[config.mk]
export PLATFORM = sky130hd
export DESIGN_NAME = alb_operand_rf
export DESIGN_NICKNAME = d
export VERILOG_FILES = /design/src/rtl/alb_pkg.sv /design/src/rtl/alb_rf_mem.sv /design/src/rtl/alb_operand_rf.sv
export SDC_FILE = /design/constraint.sdc
export NUM_CORES = 1
export LEC_CHECK = 0
export ABC_AREA = 1
export CORE_ASPECT_RATIO = 0.7
export CORE_UTILIZATION = 50
export DETAILED_ROUTE_END_ITERATION = 8
export GPL_ROUTABILITY_DRIVEN = 0
export PLACE_DENSITY = 0.76
export SETUP_SLACK_MARGIN = 0.15
export SLEW_MARGIN = 40
export SYNTH_ARGS = -nofsm -noshare
export SYNTH_HDL_FRONTEND = slang
export SYNTH_SLANG_ARGS = --single-unit
[constraint.sdc]
create_clock -name clk -period 5.3 [get_ports clk]
set_input_delay 1.325 -clock clk [delete_from_list [all_inputs] [get_ports clk]]
set_output_delay 1.325 -clock clk [all_outputs]
set_load 0.03 [all_outputs]
[src/rtl/alb_pkg.sv]
// Purpose : shared constants for the ALB operand/writeback stage.
// Latency : n/a (package only).
// Backpressure: n/a.
package alb_pkg;

  localparam int WIDTH  = 4;
  localparam int DEPTH  = 16;
  localparam int ADDR_W = $clog2(DEPTH);

  // Operand source select, named as {R,S}: A/B = RAM ports, Q, D = d_in, Z = 0
  localparam logic [2:0] SRC_AQ = 3'b000;
  localparam logic [2:0] SRC_AB = 3'b001;
  localparam logic [2:0] SRC_ZQ = 3'b010;
  localparam logic [2:0] SRC_ZB = 3'b011;
  localparam logic [2:0] SRC_ZA = 3'b100;
  localparam logic [2:0] SRC_DA = 3'b101;
  localparam logic [2:0] SRC_DQ = 3'b110;
  localparam logic [2:0] SRC_DZ = 3'b111;

  // Destination select; bit 0 = RAM[b_addr], bit 1 = Q
  localparam logic [1:0] DST_NONE = 2'b00;
  localparam logic [1:0] DST_RAM  = 2'b01;
  localparam logic [1:0] DST_Q    = 2'b10;
  localparam logic [1:0] DST_RAMQ = 2'b11;

  // Bit positions inside status = {C,V,N,Z}
  localparam int ST_C = 3;
  localparam int ST_V = 2;
  localparam int ST_N = 1;
  localparam int ST_Z = 0;

  // Destination info carried from issue to writeback
  typedef struct packed {
    logic [ADDR_W-1:0] addr;
    logic              ram;
    logic              q;
    logic              flag;
  } wb_t;

endpackage

[src/rtl/alb_rf_mem.sv]
// Purpose : D x W register file, two async read ports, one sync write port.
// Latency : reads combinational; write visible after the clock edge.
// Backpressure: none; write accepted every cycle we=1.
// Ports   : clk, reset (async, clears all entries), a_addr/a_data, b_addr/b_data
//           read ports, we/wr_addr/wr_data write port.
module alb_rf_mem
  import alb_pkg::*;
#(
  parameter int W  = WIDTH,
  parameter int D  = DEPTH,
  parameter int AW = $clog2(D)
) (
  input  logic          clk,
  input  logic          reset,
  input  logic [AW-1:0] a_addr,
  output logic [W-1:0]  a_data,
  input  logic [AW-1:0] b_addr,
  output logic [W-1:0]  b_data,
  input  logic          we,
  input  logic [AW-1:0] wr_addr,
  input  logic [W-1:0]  wr_data
);

  logic [W-1:0] mem [D];

  always_ff @(posedge clk or posedge reset) begin
    if (reset) begin
      for (int i = 0; i < D; i++) mem[i] <= '0;
    end else if (we) begin
      mem[wr_addr] <= wr_data;
    end
  end

  assign a_data = mem[a_addr];
  assign b_data = mem[b_addr];

endmodule

[src/rtl/alb_operand_rf.sv]
// Purpose : operand source mux + RAM/Q/status writeback for the 4-bit ALB.
// Latency : operands combinational in the issue cycle; result written on the edge ending issue+1.
// Backpressure: none; one op per cycle, hazard flags stale reads when bypass is not built.
// Ports   : clk, reset (async active-high); issue/a_addr/b_addr/src/d_in/dest/flag_we
//           describe the op; f_alb/co/vo/no/zo are the ALU result one cycle later;
//           r_out/s_out operands, q_out, status {C,V,N,Z}, wb_busy, hazard.
// Build   : define ALB_RF_BYPASS_EN to forward the in-flight result to reads.
module alb_operand_rf
  import alb_pkg::*;
(
  input  logic              clk,
  input  logic              reset,
  input  logic              issue,
  input  logic [ADDR_W-1:0] a_addr,
  input  logic [ADDR_W-1:0] b_addr,
  input  logic [2:0]        src,
  input  logic [WIDTH-1:0]  d_in,
  input  logic [1:0]        dest,
  input  logic              flag_we,
  input  logic [WIDTH-1:0]  f_alb,
  input  logic              co,
  input  logic              vo,
  input  logic              no,
  input  logic              zo,
  output logic [WIDTH-1:0]  r_out,
  output logic [WIDTH-1:0]  s_out,
  output logic [WIDTH-1:0]  q_out,
  output logic [3:0]        status,
  output logic              wb_busy,
  output logic              hazard
);

  wb_t              wb;
  logic [WIDTH-1:0] q_reg;
  logic [3:0]       st_reg;
  logic [WIDTH-1:0] mem_a, mem_b;
  logic [WIDTH-1:0] rd_a, rd_b, rd_q;
  logic             capture;

  alb_rf_mem #(.W(WIDTH), .D(DEPTH), .AW(ADDR_W)) u_mem (
    .clk     (clk),
    .reset   (reset),
    .a_addr  (a_addr),
    .a_data  (mem_a),
    .b_addr  (b_addr),
    .b_data  (mem_b),
    .we      (wb_busy & wb.ram),
    .wr_addr (wb.addr),
    .wr_data (f_alb)
  );

`ifdef ALB_RF_BYPASS_EN
  // In-flight result replaces storage for any matching read; A and B forward independently
  always_comb begin
    rd_a = mem_a;
    rd_b = mem_b;
    rd_q = q_reg;
    if (wb_busy && wb.ram && (a_addr == wb.addr)) rd_a = f_alb;
    if (wb_busy && wb.ram && (b_addr == wb.addr)) rd_b = f_alb;
    if (wb_busy && wb.q) rd_q = f_alb;
  end

  assign hazard = 1'b0;
`else
  logic use_a, use_b, use_q;

  assign rd_a = mem_a;
  assign rd_b = mem_b;
  assign rd_q = q_reg;

  // Only reads that the selected source actually consumes count as conflicts
  always_comb begin
    use_a = 1'b0;
    use_b = 1'b0;
    use_q = 1'b0;
    case (src)
      SRC_AQ: begin use_a = 1'b1; use_q = 1'b1; end
      SRC_AB: begin use_a = 1'b1; use_b = 1'b1; end
      SRC_ZQ: use_q = 1'b1;
      SRC_ZB: use_b = 1'b1;
      SRC_ZA: use_a = 1'b1;
      SRC_DA: use_a = 1'b1;
      SRC_DQ: use_q = 1'b1;
      default: ;
    endcase
  end

  assign hazard = issue & wb_busy &
                  ((use_a & wb.ram & (a_addr == wb.addr)) |
                   (use_b & wb.ram & (b_addr == wb.addr)) |
                   (use_q & wb.q));
`endif

  always_comb begin
    r_out = '0;
    s_out = '0;
    if (issue) begin
      case (src)
        SRC_AQ: begin r_out = rd_a; s_out = rd_q; end
        SRC_AB: begin r_out = rd_a; s_out = rd_b; end
        SRC_ZQ: s_out = rd_q;
        SRC_ZB: s_out = rd_b;
        SRC_ZA: s_out = rd_a;
        SRC_DA: begin r_out = d_in; s_out = rd_a; end
        SRC_DQ: begin r_out = d_in; s_out = rd_q; end
        default: r_out = d_in;
      endcase
    end
  end

  assign capture = issue & ((dest != DST_NONE) | flag_we);

  // Writeback of the previous op and capture of the new one share the same edge
  always_ff @(posedge clk or posedge reset) begin
    if (reset) begin
      wb      <= '0;
      wb_busy <= 1'b0;
      q_reg   <= '0;
      st_reg  <= '0;
    end else begin
      if (wb_busy && wb.q)    q_reg  <= f_alb;
      if (wb_busy && wb.flag) st_reg <= {co, vo, no, zo};
      wb_busy <= capture;
      if (capture) begin
        wb.addr <= b_addr;
        wb.ram  <= dest[0];
        wb.q    <= dest[1];
        wb.flag <= flag_we;
      end
    end
  end

  assign q_out  = q_reg;
  assign status = st_reg;

endmodule

# After elaboration in Yosys (flattened, before gate mapping)
# Index checks and enable logic that the tools add are counted.
# op_classes
magnitude_cmp,4
n_eq_ne,8
mux,16
bitwise,15
n_reduce_logical,11
# op_table
cell,n
$bwmux W64,1
$bmux W4 S4,2
$mux W4,7
$demux W4 S4,1
$ge A5 B5 Y1 const B,3
$not A4 Y5,3
$pmux W4 S3,1
$and A1 B1 Y1,9
$eq A3 B3 Y1 const B,3
$eq A4 B4 Y1,2
$pmux W4 S2,1
$eq A3 B2 Y1 const B,2
$reduce_or A2 Y1,3
$reduce_or A3 Y1,2
$lt A5 B1 Y1 const B,1
$reduce_or A4 Y1,1
$eq A3 B1 Y1 const B,1
$logic_and A1 B1 Y1,3
$logic_not A3 Y1,1
$mux W1,3
$or A1 B1 Y1,3
$reduce_bool A2 Y1,1
# totals
register_bits,80
out_inout_bits,18

# Logic depth before layout (Yosys ltp)
# Gate-level depths: netlist of run 1.
# depth
ltp_word,8
ltp_mapped,13

# Modules after synthesis
# Synthesis of run 1 repeated with hierarchy kept, for this count alone.
# unflattened
hier_cells,700
area_unflattened_um2,4739.5
# by_module_without_submodules
mod,instances,cells_each,area_each_um2,seq_area_each_um2
alb_rf_mem,1,574,3789.9,1601.5
alb_operand_rf,1,126,949.7,400.4

# Worst setup path before layout of run 1
# No wires, ideal clock.
# synth_path
path_kind,input port to output port
start,input port a_addr[1]
end,output port r_out[0]
arrival_time_ps,2546
required_time_ps,3975
slack_ps,1429
cell_stages,9
path_buffers,2
cell_sequence,buf_6 > inv_1 > buf_6 > nand3_1 > nand3_1 > nand3_1 > nand2_1 > nand2_1 > a21oi_1
# synth_via
elab_chain_len,6
# synth_rtl
item,line_no,rtl
"start, declared",alb_operand_rf.sv:14,"input logic [ADDR_W-1:0] a_addr,"
$not A4 Y5 (implied by the code),alb_rf_mem.sv:34,assign a_data = mem[a_addr];
$bmux W4 S4,alb_rf_mem.sv:34,
$mux W4 (implied by the code) (2 in a row),alb_rf_mem.sv:34,
$pmux W4 S2,alb_operand_rf.sv:98,case (src)
$mux W4,alb_operand_rf.sv:97,if (issue) begin
"end, declared",alb_operand_rf.sv:25,"output logic [WIDTH-1:0] r_out,"
# No other way between the ends. The select of a mux whose other input is x is not followed.

# Worst setup path after layout of run 1
# layout_path
start,input port a_addr[2]
end,output port s_out[2]
# layout_via
elab_chain_len,6
# layout_rtl
item,line_no,rtl
$not A4 Y5 (implied by the code),alb_rf_mem.sv:34,
$bmux W4 S4,alb_rf_mem.sv:34,
$mux W4 (implied by the code) (2 in a row),alb_rf_mem.sv:34,
$pmux W4 S3,alb_operand_rf.sv:98,
$mux W4,alb_operand_rf.sv:97,
"end, declared",alb_operand_rf.sv:26,"output logic [WIDTH-1:0] s_out,"
# No other way between the ends. The select of a mux whose other input is x is not followed.

==> results_tabular.tex, run 1 <==
\begin{tabular}{lr}
\hline
Metric & Value \\
\hline
\multicolumn{2}{l}{\textbf{Run status}} \\
\quad Result of the run & completed \\
\multicolumn{2}{l}{\textbf{Timing}} \\
\quad Final clock skew & approximately 5.6 ps \\
\quad Headroom to the max-slew limit & 0.544 \\
\quad Transition time at the pin with the least slew margin & around 680 ps \\
\quad Maximum clock frequency & 212 MHz \\
\quad Post-route setup TNS & 0 ps \\
\quad Unrepaired setup endpoints after global routing & false \\
\quad Minimum clock period after layout & between 4000 and 5000 ps \\
\quad Final max-slew violation count & 0 \\
\quad Final critical-path share of the clock period & 0.888 \\
\quad Final-report setup violation count & 0 \\
\quad Final hold violations & 0 \\
\multicolumn{2}{l}{\textbf{Route}} \\
\quad Routed length on met1 & between 5000 and 6000 um \\
\quad Antenna Violating Nets Remaining & 0 \\
\quad Vias/cell & roughly 5.6 \\
\quad Uppermost routed layer & met4 \\
\quad Met2 Routed Length & between 6000 and 7000 um \\
\quad Number of DRC markers in iteration 0 & between 500 and 600 \\
\quad Average routed wire per standard cell & approximately 16 um \\
\quad Met3 wire length & about 1400 um \\
\quad Detailed Routing Iterations Pass 1 & 6 \\
\quad \# DRC & 0 \\
\quad Vias post-DR & 4766 \\
\quad Final routed wirelength across all metal layers & roughly 14000 um \\
\multicolumn{2}{l}{\textbf{Placement}} \\
\quad Cell count after placement & $\sim$830 \\
\quad Port bufs & 46 \\
\quad HPWL reported at the end of detailed placement & $\sim$10000 um \\
\quad Placed standard-cell area & slightly above 5000 um2 \\
\multicolumn{2}{l}{\textbf{CTS}} \\
\quad Hold buffers post-CTS & 0 \\
\quad CTS H-Tree Depth & 3 \\
\quad Clk Tree Root Cell & clkbuf\_16 \\
\quad Number of instances resized during post-cts repair & 0 \\
\quad Clock Sinks & 80 \\
\quad Clock tree from TritonCTS & built \\
\quad Number of buffers inserted during clock tree synthesis & 9 \\
\quad Number of buffers on the longest clock path & 2 \\
\quad Setup bufs post-CTS & 0 \\
\quad CTS clk-pin slew, worst paths & 60 ps \\
\quad Skew-Pair Late Insertion Delay & about 340 ps \\
\multicolumn{2}{l}{\textbf{Power}} \\
\quad Power per cell area & between 400 and 500 nW/um2 \\
\quad Post-route total power & about 2.6 mW \\
\quad VDD IR-drop max & $\sim$0.27 mV \\
\quad Static leakage & around 2.9 nW \\
\multicolumn{2}{l}{\textbf{GRT}} \\
\quad Total congestion overflow & 0 \\
\quad Total global routing track utilization & 0.295 \\
\quad First-pass GRT wire length & about 22000 um \\
\quad Antenna violations before repair & 0 \\
\quad Via count of the first global-routing pass & about 4.2k \\
\quad Maximum number of pins on one net before global-route repair & 50 \\
\multicolumn{2}{l}{\textbf{Logic synthesis}} \\
\quad Top cell type's share of synthesized area & 0.430 \\
\quad Number of unique standard cell types used by synthesis & 22 \\
\quad Synthesized cell area & 4660 um2 \\
\quad Ys Warns & 0 \\
\quad Cell type with the largest total area after synthesis & dfrtp\_1 \\
\quad Instance count of the mapped netlist & just under 700 \\
\quad Leading cell types by total area after synthesis & dfrtp\_1, nand2\_1, nand3\_1, o21ai\_0, inv\_1 \\
\quad Fraction of the yosys area taken by sequential cells & 0.430 \\
\quad Total of flip-flops plus latches after synthesis & 80 \\
\quad Average cell area after synthesis & around 7 um2 \\
\quad Net count after synthesis & around 710 \\
\multicolumn{2}{l}{\textbf{Final layout}} \\
\quad Multi-input logic area & roughly 2300 um2 \\
\quad Post-route insts no fill & about 850 \\
\quad Area added between synthesis and finish & 17.4\% \\
\quad Fraction of final layout cells sized beyond drive strength 1 & 0.0607 \\
\quad Final instance area & roughly 5500 um2 \\
\quad Layout Nets & 749 \\
\quad Sequential cell area & around 2000 um2 \\
\quad Number of filler instances in the final layout & 851 \\
\quad Final antenna diode count & 0 \\
\quad Util after Layout & 0.603 \\
\multicolumn{2}{l}{\textbf{Setup path}} \\
\quad Critical Path RT & about 4000 ps \\
\quad Peak per-stage delay on the critical path & 760 ps \\
\quad CP top delay family & buffers and inverters \\
\quad Slowest stage cell on the critical path & clkdlybuf4s50\_1 \\
\quad Startpoint type of the worst setup path & input port \\
\quad Crit path buffers/inverters & 4 \\
\quad Critical Path Sink Type & output port \\
\quad Depth of the worst register-to-register path & 5 \\
\quad Start point of the critical path & a\_addr[2] \\
\quad Crit-path max FO & 10 \\
\quad Crit path DAT & roughly 3400 ps \\
\quad Worst reg2reg path startpoint & wb\_busy\$\_DFF\_PP0\_ \\
\quad Worst reg-to-reg setup slack & 3520 ps \\
\quad Worst-path cell chain & clkdlybuf4s50\_1 -> clkinv\_1 -> nand3\_1 -> nand3\_1 -> nand2\_1 -> nand2\_1 -> nand3\_1 -> nand2\_1 -> inv\_1 -> buf\_4 \\
\quad Classification of the worst setup path & in -> out \\
\quad Reg-to-reg critical path endpoint & u\_mem.mem[61]\$\_DFFE\_PP0P\_ \\
\multicolumn{2}{l}{\textbf{Floorplanning}} \\
\quad Die height & roughly 83 um \\
\quad Die extent in x & about 120 um \\
\quad Initial cell density of the core & 0.514 \\
\quad Floorplan Core Area & $\sim$9100 um2 \\
\quad Die area & a little under 10000 um2 \\
\quad Top-level port count & 47 \\
\quad Placement Rows & 29 \\
\multicolumn{2}{l}{\textbf{Worst hold path}} \\
\quad Hold Startpoint & status[1]\$\_DFFE\_PP0P\_ \\
\quad End point of the worst hold path & status[1]\$\_DFFE\_PP0P\_ \\
\quad Type of the tightest min-delay check & reg -> reg \\
\quad Cell depth of the worst min-delay path & 1 \\
\multicolumn{2}{l}{\textbf{Flow run}} \\
\quad Max-cap violation count & 0 \\
\hline
\end{tabular}
[registers in the layout, indices dropped and copies added, names as in the netlist]
name,count
u_mem.mem,64
wb,7
q_out,4
status,4
wb_busy,1
[cell usage after synthesis]
library cell / count
nor4_1: 1
dfrtp_1: 80
a21oi_1: 5
buf_6: 2
nor3_4: 3
xor2_1: 3
nor3_1: 2
mux2_2: 4
inv_2: 2
clkinv_1: 1
nand4_1: 1
o21ai_0: 70
nand3_1: 98
buf_2: 12
inv_1: 61
o211ai_1: 4
nand2_1: 302
buf_4: 8
nand2_4: 1
clkbuf_1: 6
nor2_1: 13
o21ai_1: 4
[area by class of cell]
cell class | instances | area share
Clock buffer | 9 | 0.0412
Clock inverter | 7 | 0.0174
Inverter | 64 | 0.0444
Multi-Input combinational cell | 511 | 0.412
Sequential cell | 80 | 0.366
Tap cell | 124 | 0.0284
Timing Repair Buffer | 54 | 0.0910
[placed cells by master (no fill, tap or decap), types with 3 or more instances in the layout]
cell type / n
o211ai_1: 4
mux2_2: 4
clkbuf_16: 9
xor2_1: 3
inv_1: 60
o21ai_0: 70
nor3_4: 3
nand3_1: 98
nand2_1: 302
o21ai_1: 4
clkdlybuf4s50_1: 37
dfrtp_1: 80
nor2_1: 13
buf_4: 17
a21oi_1: 5
[per-layer routing]
| metal | vias to the layer above | track usage |
|---|---|---|
| li1 | 2248 | - |
| met1 | 2226 | 0.389 |
| met2 | 253 | 0.460 |
| met3 | 39 | 0.0865 |
| met4 | 0 | 0.122 |
| met5 | - | 0 |
[power breakdown]
part           switching (mW)  internal, mW  leakage, nW
clock                   0.250         0.413        0.156
combinational           0.452         0.306         1.85
sequential              0.270         0.870        0.904
total                   0.972          1.59         2.91
[worst max-delay path by stage]
stage	to	slack, ps	cells after the start
2_1_floorplan	r_out[0]	1430	9
3_3_place_gp	s_out[3]	750	10
3_5_place_dp	s_out[2]	690	10
4_1_cts	s_out[2]	660	10
5_1_grt	s_out[2]	500	14
6_report	s_out[2]	590	10
[worst register-to-register path, delay by kind of cell (launching register included)]
family / cells / cell delay [ps]
simple gates: 4 / 1100
compound gates: 1 / 90
flops: 1 / 460
[metrics by stage]
stage / hold slack, ps / worst slack (ps)
after floorplan: 474 / 1430
after global placement: 489 / 751
after detailed placement: 499 / 691
after CTS: 513 / 662
after global routing: 531 / 500
final: 513 / 593
[cells by family (layout without fill, tap and decap cells)]
kind of cell	after synthesis	after routing	share of synthesized area
muxes	4	4	0.00967
buffers and inverters	92	134	0.0870
and+or+nand+nor	421	421	0.377
AOI/OAI and AO/OA	83	83	0.0913
DFF	80	80	0.430
xor gates and xnor gates	3	3	0.00564
Note: power is estimated with default switching activity, not from simulation.
==> inputs of run 2 (changes only) <==
- ABC_AREA: 1 -> unset
- PLACE_DENSITY: 0.76 -> 0.77
==> run 2 against run 1 <==
  * Critical path depth is 2 lower
  * Hold slack worse by 13 ps
  * Clock skew hardly changed
  * Largest cell class unchanged
  * Clock power is 13% lower
==> results_tabular.tex, run 2 <==
\begin{tabular}{lr}
\hline
Metric & Value \\
\hline
\multicolumn{2}{l}{\textbf{Run status}} \\
\quad Result of the run & completed \\
\multicolumn{2}{l}{\textbf{Final layout}} \\
\quad Final antenna diode count & 0 (unchanged) \\
\quad Multi-input logic area & 2410 um2 (+6.8\%) \\
\quad Flip-flop count of the largest register, all copies and words added & 64 (unchanged) \\
\quad Leading cell type in the layout, fill and taps excluded & dfrtp\_1 \\
\quad Fraction of final layout cells sized beyond drive strength 1 & 0.293 (+0.233) \\
\quad Most flops, register & u\_mem.mem \\
\quad Number of filler instances in the final layout & 694 (-18\%) \\
\quad Final instance area & 5410 um2 (-1.1\%) \\
\quad Layout Nets & 440 (-41\%) \\
\quad Top library cells by usage in the layout, fill and taps aside & dfrtp\_1, mux2\_2, clkdlybuf4s50\_1, nand2\_1, mux4\_2 \\
\quad Leading registers by flop count & u\_mem.mem: 64 flops, wb: 7 flops \\
\quad Sequential cell area & 2000 um2 (unchanged) \\
\quad Area added between synthesis and finish & 19.2\% \\
\multicolumn{2}{l}{\textbf{Setup path}} \\
\quad Critical Path Sink Type & output port \\
\quad Crit-path max FO & 20 (+10) \\
\quad Critical Path RT & 3970 ps (about the same) \\
\quad Crit path DAT & 3720 ps (+340 ps) \\
\quad Startpoint type of the worst setup path & input port \\
\quad Classification of the worst setup path & in -> out \\
\multicolumn{2}{l}{\textbf{GRT}} \\
\quad Total global routing track utilization & 0.276 (-0.0187) \\
\quad Total congestion overflow & 0 (unchanged) \\
\quad First-pass GRT wire length & 18600 um (-15\%) \\
\quad Via count of the first global-routing pass & 3258 (-23\%) \\
\quad Maximum number of pins on one net before global-route repair & 57 (+14\%) \\
\quad Antenna violations before repair & 0 (unchanged) \\
\multicolumn{2}{l}{\textbf{Logic synthesis}} \\
\quad Cell type with the largest total area after synthesis & dfrtp\_1 \\
\quad Most numerous cell in the Yosys netlist & dfrtp\_1 \\
\quad Synthesized cell area & 4540 um2 (-2.6\%) \\
\quad Number of unique standard cell types used by synthesis & 43 (+95\%) \\
\quad Post-synthesis async set-or-reset flop share & 1.00 (unchanged) \\
\quad Total of flip-flops plus latches after synthesis & 80 (unchanged) \\
\quad Synth top cells by count & dfrtp\_1, mux2\_2, nand2\_1 \\
\quad Average cell area after synthesis & 12.4 um2 (+81\%) \\
\quad Leading cell types by total area after synthesis & dfrtp\_1, mux2\_2, mux4\_2, mux2\_1, nand2\_1 \\
\quad Ys Warns & 0 (unchanged) \\
\quad Dominant register cell in the synthesized netlist & dfrtp\_1 \\
\quad Instance count of the mapped netlist & 367 (-46\%) \\
\quad Top cell type's share of synthesized area & 0.441 (+0.0112) \\
\quad Fraction of the yosys area taken by sequential cells & 0.441 (+0.0112) \\
\quad EDFF count, synth & 0 (unchanged) \\
\quad Net count after synthesis & 396 (-44\%) \\
\multicolumn{2}{l}{\textbf{Power}} \\
\quad Power per cell area & 384 nW/um2 (-18\%) \\
\quad Static leakage & 2.35 nW (-19\%) \\
\quad VDD IR-drop max & 0.262 mV (-2.7\%) \\
\multicolumn{2}{l}{\textbf{Timing}} \\
\quad Final hold violations & 0 (unchanged) \\
\quad Headroom to the max-slew limit & 0.441 (-0.103) \\
\quad Final-report setup violation count & 0 (unchanged) \\
\quad Transition time at the pin with the least slew margin & 832 ps (+149 ps) \\
\quad Minimum clock period after layout & 5050 ps (+338 ps) \\
\quad Final worst slack & 255 ps (-338 ps) \\
\quad Final max-slew violation count & 0 (unchanged) \\
\quad Final critical-path share of the clock period & 0.952 (+0.0638) \\
\quad Maximum clock frequency & 198 MHz (-6.7\%) \\
\quad Final clock skew & 5.80 ps (+0.205 ps) \\
\quad Post-route setup TNS & 0 ps (unchanged) \\
\quad Unrepaired setup endpoints after global routing & false \\
\multicolumn{2}{l}{\textbf{Floorplanning}} \\
\quad Die extent in x & 116 um (-1.3\%) \\
\quad Initial cell density of the core & 0.527 (+0.0132) \\
\quad Die height & 81.7 um (-1.3\%) \\
\quad Die area & 9470 um2 (-2.5\%) \\
\quad Top-level port count & 47 (unchanged) \\
\quad Floorplan Core Area & 8620 um2 (-5.0\%) \\
\quad Placement Rows & 28 (-3.4\%) \\
\multicolumn{2}{l}{\textbf{CTS}} \\
\quad CTS H-Tree Depth & 3 (unchanged) \\
\quad Clock Sinks & 80 (unchanged) \\
\quad Number of buffers on the longest clock path & 2 (unchanged) \\
\quad CTS clk-pin slew, worst paths & 60 ps (about the same) \\
\quad Skew-Pair Late Insertion Delay & 340 ps (about the same) \\
\quad Hold buffers post-CTS & 0 (unchanged) \\
\quad Clock tree from TritonCTS & built \\
\quad Clk Tree Root Cell & clkbuf\_16 \\
\quad Number of buffers inserted during clock tree synthesis & 9 (unchanged) \\
\multicolumn{2}{l}{\textbf{Placement}} \\
\quad Placed standard-cell area & 5110 um2 (-0.78\%) \\
\quad Pre-CTS setup slack & 140 ps (-550 ps) \\
\quad Port bufs & 46 (unchanged) \\
\quad HPWL reported at the end of detailed placement & 8890 um (-11\%) \\
\multicolumn{2}{l}{\textbf{Route}} \\
\quad Antenna Violating Nets Remaining & 0 (unchanged) \\
\quad \# DRC & 0 (unchanged) \\
\quad Vias post-DR & 3398 (-29\%) \\
\quad Final routed wirelength across all metal layers & 12000 um (-13\%) \\
\quad Number of DRC markers in iteration 0 & 541 (-6.2\%) \\
\quad Vias/cell & 6.34 (+13\%) \\
\quad Average routed wire per standard cell & 22.3 um (+37\%) \\
\quad Detailed Routing Iterations Pass 1 & 5 (-1) \\
\multicolumn{2}{l}{\textbf{Flow run}} \\
\quad Max-cap violation count & 0 (unchanged) \\
\multicolumn{2}{l}{\textbf{Worst hold path}} \\
\quad Type of the tightest min-delay check & reg -> reg \\
\hline
\end{tabular}
## run 2: report_power, final
| part | switching [mW] | total, mW | internal, mW |
|---|---|---|---|
| clock network | 0.246 | 0.577 | 0.331 |
| registers | 0.165 | 0.936 | 0.771 |
| logic | 0.242 | 0.566 | 0.324 |
## run 2: final cells by class
| cell class | count | area share |
|---|---|---|
| clock buffers | 10 | 0.0442 |
| clock inverters | 6 | 0.00786 |
| inverters | 3 | 0.00301 |
| multi-input cells | 262 | 0.445 |
| flip-flops and latches | 80 | 0.370 |
| well taps | 120 | 0.0277 |
| repair buffers | 55 | 0.103 |
## run 2: logic make-up after synthesis
kind of cell,share of synthesized area
xor gates and xnor gates,0.0154
DFF,0.441
and+or+nand+nor,0.110
muxes,0.343
AOI/OAI and AO/OA,0.0592
buffers and inverters,0.0317
## run 2: metal layers
metal  up-vias  global-route usage  wire [um]  part of all wire
met5         -                   0          0                 0
met1      1686               0.399       5370              0.45
met4         0               0.101        278             0.023
met3        39              0.0871       1310              0.11
met2       210               0.390       5020              0.42
li1       1463                   -          -                 -
## run 2: what timing repair did
action,4_1_cts,5_1_grt
gates resized for setup,1,6
buffers inserted,0,0
endpoints found under the setup margin,2,5
## run 2: per-stage QoR
stage          utilization  instances  total power [mW]  hold slack (ps)
2_1_floorplan            -        367              1.28              466
3_3_place_gp         0.592        520              1.46              488
3_5_place_dp         0.593        520              1.49              489
4_1_cts              0.625        536              2.07              504
5_1_grt              0.628        536              2.16              508
6_report             0.628        536              2.08              500
## run 2: worst max-delay path, cell delays in order
cell	delay, ps
clkdlybuf4s50_1	500
buf_12	200
mux4_2	510
a22oi_1	200
nand3_1	170
nand2_1	100
a31oi_1	100
clkdlybuf4s50_1	600
## run 2: path summary, 6_finish.rpt
path                       depth (start not counted)  slack, ps         startpoint                        end
min                                                1        500  wb[0]$_DFFE_PP0P_          wb[0]$_DFFE_PP0P_
max                                                8        250          b_addr[0]                   s_out[0]
min reg2reg                                        1        500  wb[0]$_DFFE_PP0P_          wb[0]$_DFFE_PP0P_
min in group asynchronous                          2       1360              reset  u_mem.mem[23]$_DFFE_PP0P_
max in group asynchronous                          3       3240              reset          wb[1]$_DFFE_PP0P_
max reg2reg                                        3       3380  wb[6]$_DFFE_PP0P_  u_mem.mem[36]$_DFFE_PP0P_
==> inputs of run 3 (changes only) <==
- CORE_MARGIN: unset -> 1
- DONT_BUFFER_PORTS: unset -> 1
- PLACE_DENSITY: 0.77 -> 0.7
==> run 3 against run 2 <==
  * Routed wire length down 5.6%
  * Via count down 8.3%
  * Maximum frequency up 23%
  * Largest cell class unchanged
  * Design area down 10%
  * Critical path depth down 3
  * Combinational power down 22%
  * Count of clock-buffer cells in the layout unchanged
  * Highest routed layer unchanged
  * Final cell count down 10%
  * Sequential power up 1%
  * Sequential share of layout area up 4.1 points
  * Largest power group unchanged
  * Die area unchanged
==> results_tabular.tex, run 3 (synthesis gave the netlist of run 2 again) <==
\begin{tabular}{lr}
\hline
Metric & Value \\
\hline
\multicolumn{2}{l}{\textbf{Power}} \\
\quad Power per cell area & 411 nW/um2 (+6.9\%) \\
\quad Static leakage & 2.04 nW (-13\%) \\
\quad VDD IR-drop max & 0.255 mV (-3.0\%) \\
\multicolumn{2}{l}{\textbf{Floorplanning}} \\
\quad Die extent in x & 116 um (unchanged) \\
\quad Initial cell density of the core & 0.527 (unchanged) \\
\quad Top-level port count & 47 (unchanged) \\
\quad Die area & 9470 um2 (unchanged) \\
\quad Placement Rows & 28 (unchanged) \\
\quad Floorplan Core Area & 8620 um2 (unchanged) \\
\quad Die height & 81.7 um (unchanged) \\
\multicolumn{2}{l}{\textbf{Timing}} \\
\quad Final max-slew violation count & 0 (unchanged) \\
\quad Final clock skew & 7.24 ps (+1.44 ps) \\
\quad Final hold violations & 0 (unchanged) \\
\quad Headroom to the max-slew limit & 0.462 (+0.0211) \\
\quad Post-route setup TNS & 0 ps (unchanged) \\
\quad Unrepaired setup endpoints after global routing & false \\
\quad Worst Hold Margin & 500 ps (+0.509 ps) \\
\quad Minimum clock period after layout & 4110 ps (-936 ps) \\
\quad Final critical-path share of the clock period & 0.775 (-0.177) \\
\quad Final-report setup violation count & 0 (unchanged) \\
\quad Maximum clock frequency & 243 MHz (+23\%) \\
\quad Transition time at the pin with the least slew margin & 804 ps (-28.4 ps) \\
\multicolumn{2}{l}{\textbf{Setup path}} \\
\quad Worst reg-to-reg setup slack & 3220 ps (-160 ps) \\
\quad CP top delay family & multiplexers \\
\quad Critical Path RT & 3970 ps (about the same) \\
\quad Startpoint type of the worst setup path & input port \\
\quad Worst-path cell chain & mux4\_2 -> mux2i\_1 -> mux2i\_1 -> nand2\_1 -> a41oi\_1 \\
\quad Critical Path Sink Type & output port \\
\quad Peak per-stage delay on the critical path & 650 ps (+50 ps) \\
\quad Crit path buffers/inverters & 0 (-3) \\
\quad Most frequent CP cell & mux2i\_1 \\
\quad Crit path DAT & 2780 ps (-940 ps) \\
\quad Slowest stage cell on the critical path & a41oi\_1 \\
\quad Crit-path max FO & 29 (+45\%) \\
\quad Classification of the worst setup path & in -> out \\
\multicolumn{2}{l}{\textbf{Final layout}} \\
\quad Most flops, register & u\_mem.mem \\
\quad Leading cell type in the layout, fill and taps excluded & dfrtp\_1 \\
\quad Util after Layout & 0.565 (-0.0633) \\
\quad Area added between synthesis and finish & 7.19\% \\
\quad Number of filler instances in the final layout & 731 (+5.3\%) \\
\quad Fraction of final layout cells sized beyond drive strength 1 & 0.299 (+0.00590) \\
\quad Flip-flop count of the largest register, all copies and words added & 64 (unchanged) \\
\quad Leading registers by flop count & u\_mem.mem: 64 flops, wb: 7 flops \\
\quad Final antenna diode count & 0 (unchanged) \\
\quad Top library cells by usage in the layout, fill and taps aside & dfrtp\_1, mux2\_2, nand2\_1, mux4\_2, nor2\_1 \\
\quad Layout Nets & 386 (-12\%) \\
\multicolumn{2}{l}{\textbf{CTS}} \\
\quad Clock Sinks & 80 (unchanged) \\
\quad Clk Tree Root Cell & clkbuf\_16 \\
\quad Skew-Pair Late Insertion Delay & 340 ps (about the same) \\
\quad Setup bufs post-CTS & 0 (unchanged) \\
\quad Clock tree from TritonCTS & built \\
\quad Number of instances resized during post-cts repair & 0 (-1) \\
\quad CTS clk-pin slew, worst paths & 50 ps (about the same) \\
\quad Number of buffers on the longest clock path & 2 (unchanged) \\
\quad Hold buffers post-CTS & 0 (unchanged) \\
\quad CTS H-Tree Depth & 3 (unchanged) \\
\quad Number of buffers inserted during clock tree synthesis & 9 (unchanged) \\
\multicolumn{2}{l}{\textbf{Placement}} \\
\quad Port bufs & 0 (-100\%) \\
\quad HPWL reported at the end of detailed placement & 8250 um (-7.2\%) \\
\multicolumn{2}{l}{\textbf{Route}} \\
\quad Detailed Routing Iterations Pass 1 & 5 (unchanged) \\
\quad Antenna Violating Nets Remaining & 0 (unchanged) \\
\quad Vias post-DR & 3116 (-8.3\%) \\
\quad Final routed wirelength across all metal layers & 11300 um (-5.6\%) \\
\quad Average routed wire per standard cell & 23.5 um (+5.2\%) \\
\quad \# DRC & 0 (unchanged) \\
\quad Vias/cell & 6.48 (+2.2\%) \\
\quad Number of DRC markers in iteration 0 & 279 (-48\%) \\
\multicolumn{2}{l}{\textbf{GRT}} \\
\quad Antenna violations before repair & 0 (unchanged) \\
\quad Maximum number of pins on one net before global-route repair & 53 (-7.0\%) \\
\quad Via count of the first global-routing pass & 3042 (-6.6\%) \\
\quad Total congestion overflow & 0 (unchanged) \\
\quad First-pass GRT wire length & 17400 um (-6.6\%) \\
\quad Total global routing track utilization & 0.262 (-0.0144) \\
\multicolumn{2}{l}{\textbf{Run status}} \\
\quad Result of the run & completed \\
\multicolumn{2}{l}{\textbf{Flow run}} \\
\quad Max-cap violation count & 0 (unchanged) \\
\multicolumn{2}{l}{\textbf{Worst hold path}} \\
\quad Type of the tightest min-delay check & reg -> reg \\
\hline
\end{tabular}
-- run 3: cell count changes in the layout (fill, tap and decap cells not counted), moves of 2 or more --
cell	change
buf_12	-2
buf_4	-9
clkdlybuf4s50_1	-37
dlymetal6s2s_1	-5
inv_6	-2
-- run 3: path summary, 6_finish.rpt --
| path | startpoint | to | cells after the start |
|---|---|---|---|
| max in group asynchronous | reset | u_mem.mem[58]$_DFFE_PP0P_ | 2 |
| min in group asynchronous | reset | u_mem.mem[26]$_DFFE_PP0P_ | 1 |
| max reg2reg | wb_busy$_DFF_PP0_ | u_mem.mem[16]$_DFFE_PP0P_ | 5 |
| min reg2reg | wb[0]$_DFFE_PP0P_ | wb[0]$_DFFE_PP0P_ | 1 |
| min | wb[0]$_DFFE_PP0P_ | wb[0]$_DFFE_PP0P_ | 1 |
| max | a_addr[2] | s_out[2] | 5 |
-- run 3: through the flow --
step	total power [mW]	instance area, um2	cells	setup WS [ps]
6_report	2.00	4870	481	1190
5_1_grt	2.09	4870	481	1140
4_1_cts	2.00	4870	481	1240
3_5_place_dp	1.38	4570	466	1240
3_3_place_gp	1.37	4570	466	1230
2_1_floorplan	1.28	4540	367	1240
-- run 3: area by class of cell --
class | instances | area [um2] | area share
inverter | 3 | 16.3 | 0.00334
clock inverter | 5 | 57.6 | 0.0118
clock buffer | 10 | 239 | 0.0491
tap | 120 | 150 | 0.0308
timing repair buffer | 1 | 7.51 | 0.00154
multi-input combinational | 262 | 2390 | 0.492
sequential | 80 | 2000 | 0.411
-- run 3: routing by layer --
metal | vias up | GRT usage | part of all wire
li1 | 1343 | - | -
met4 | 0 | 0.0782 | 0.0060
met2 | 180 | 0.363 | 0.41
met1 | 1583 | 0.377 | 0.45
met3 | 10 | 0.103 | 0.13
met5 | - | 0 | 0
-- run 3: power breakdown --
group	internal (mW)	switching (mW)	total (mW)	leakage (nW)
clock network	0.374	0.240	0.614	0.137
logic	0.269	0.170	0.439	0.905
registers	0.771	0.174	0.946	1.00
total	1.41	0.585	2.00	2.04
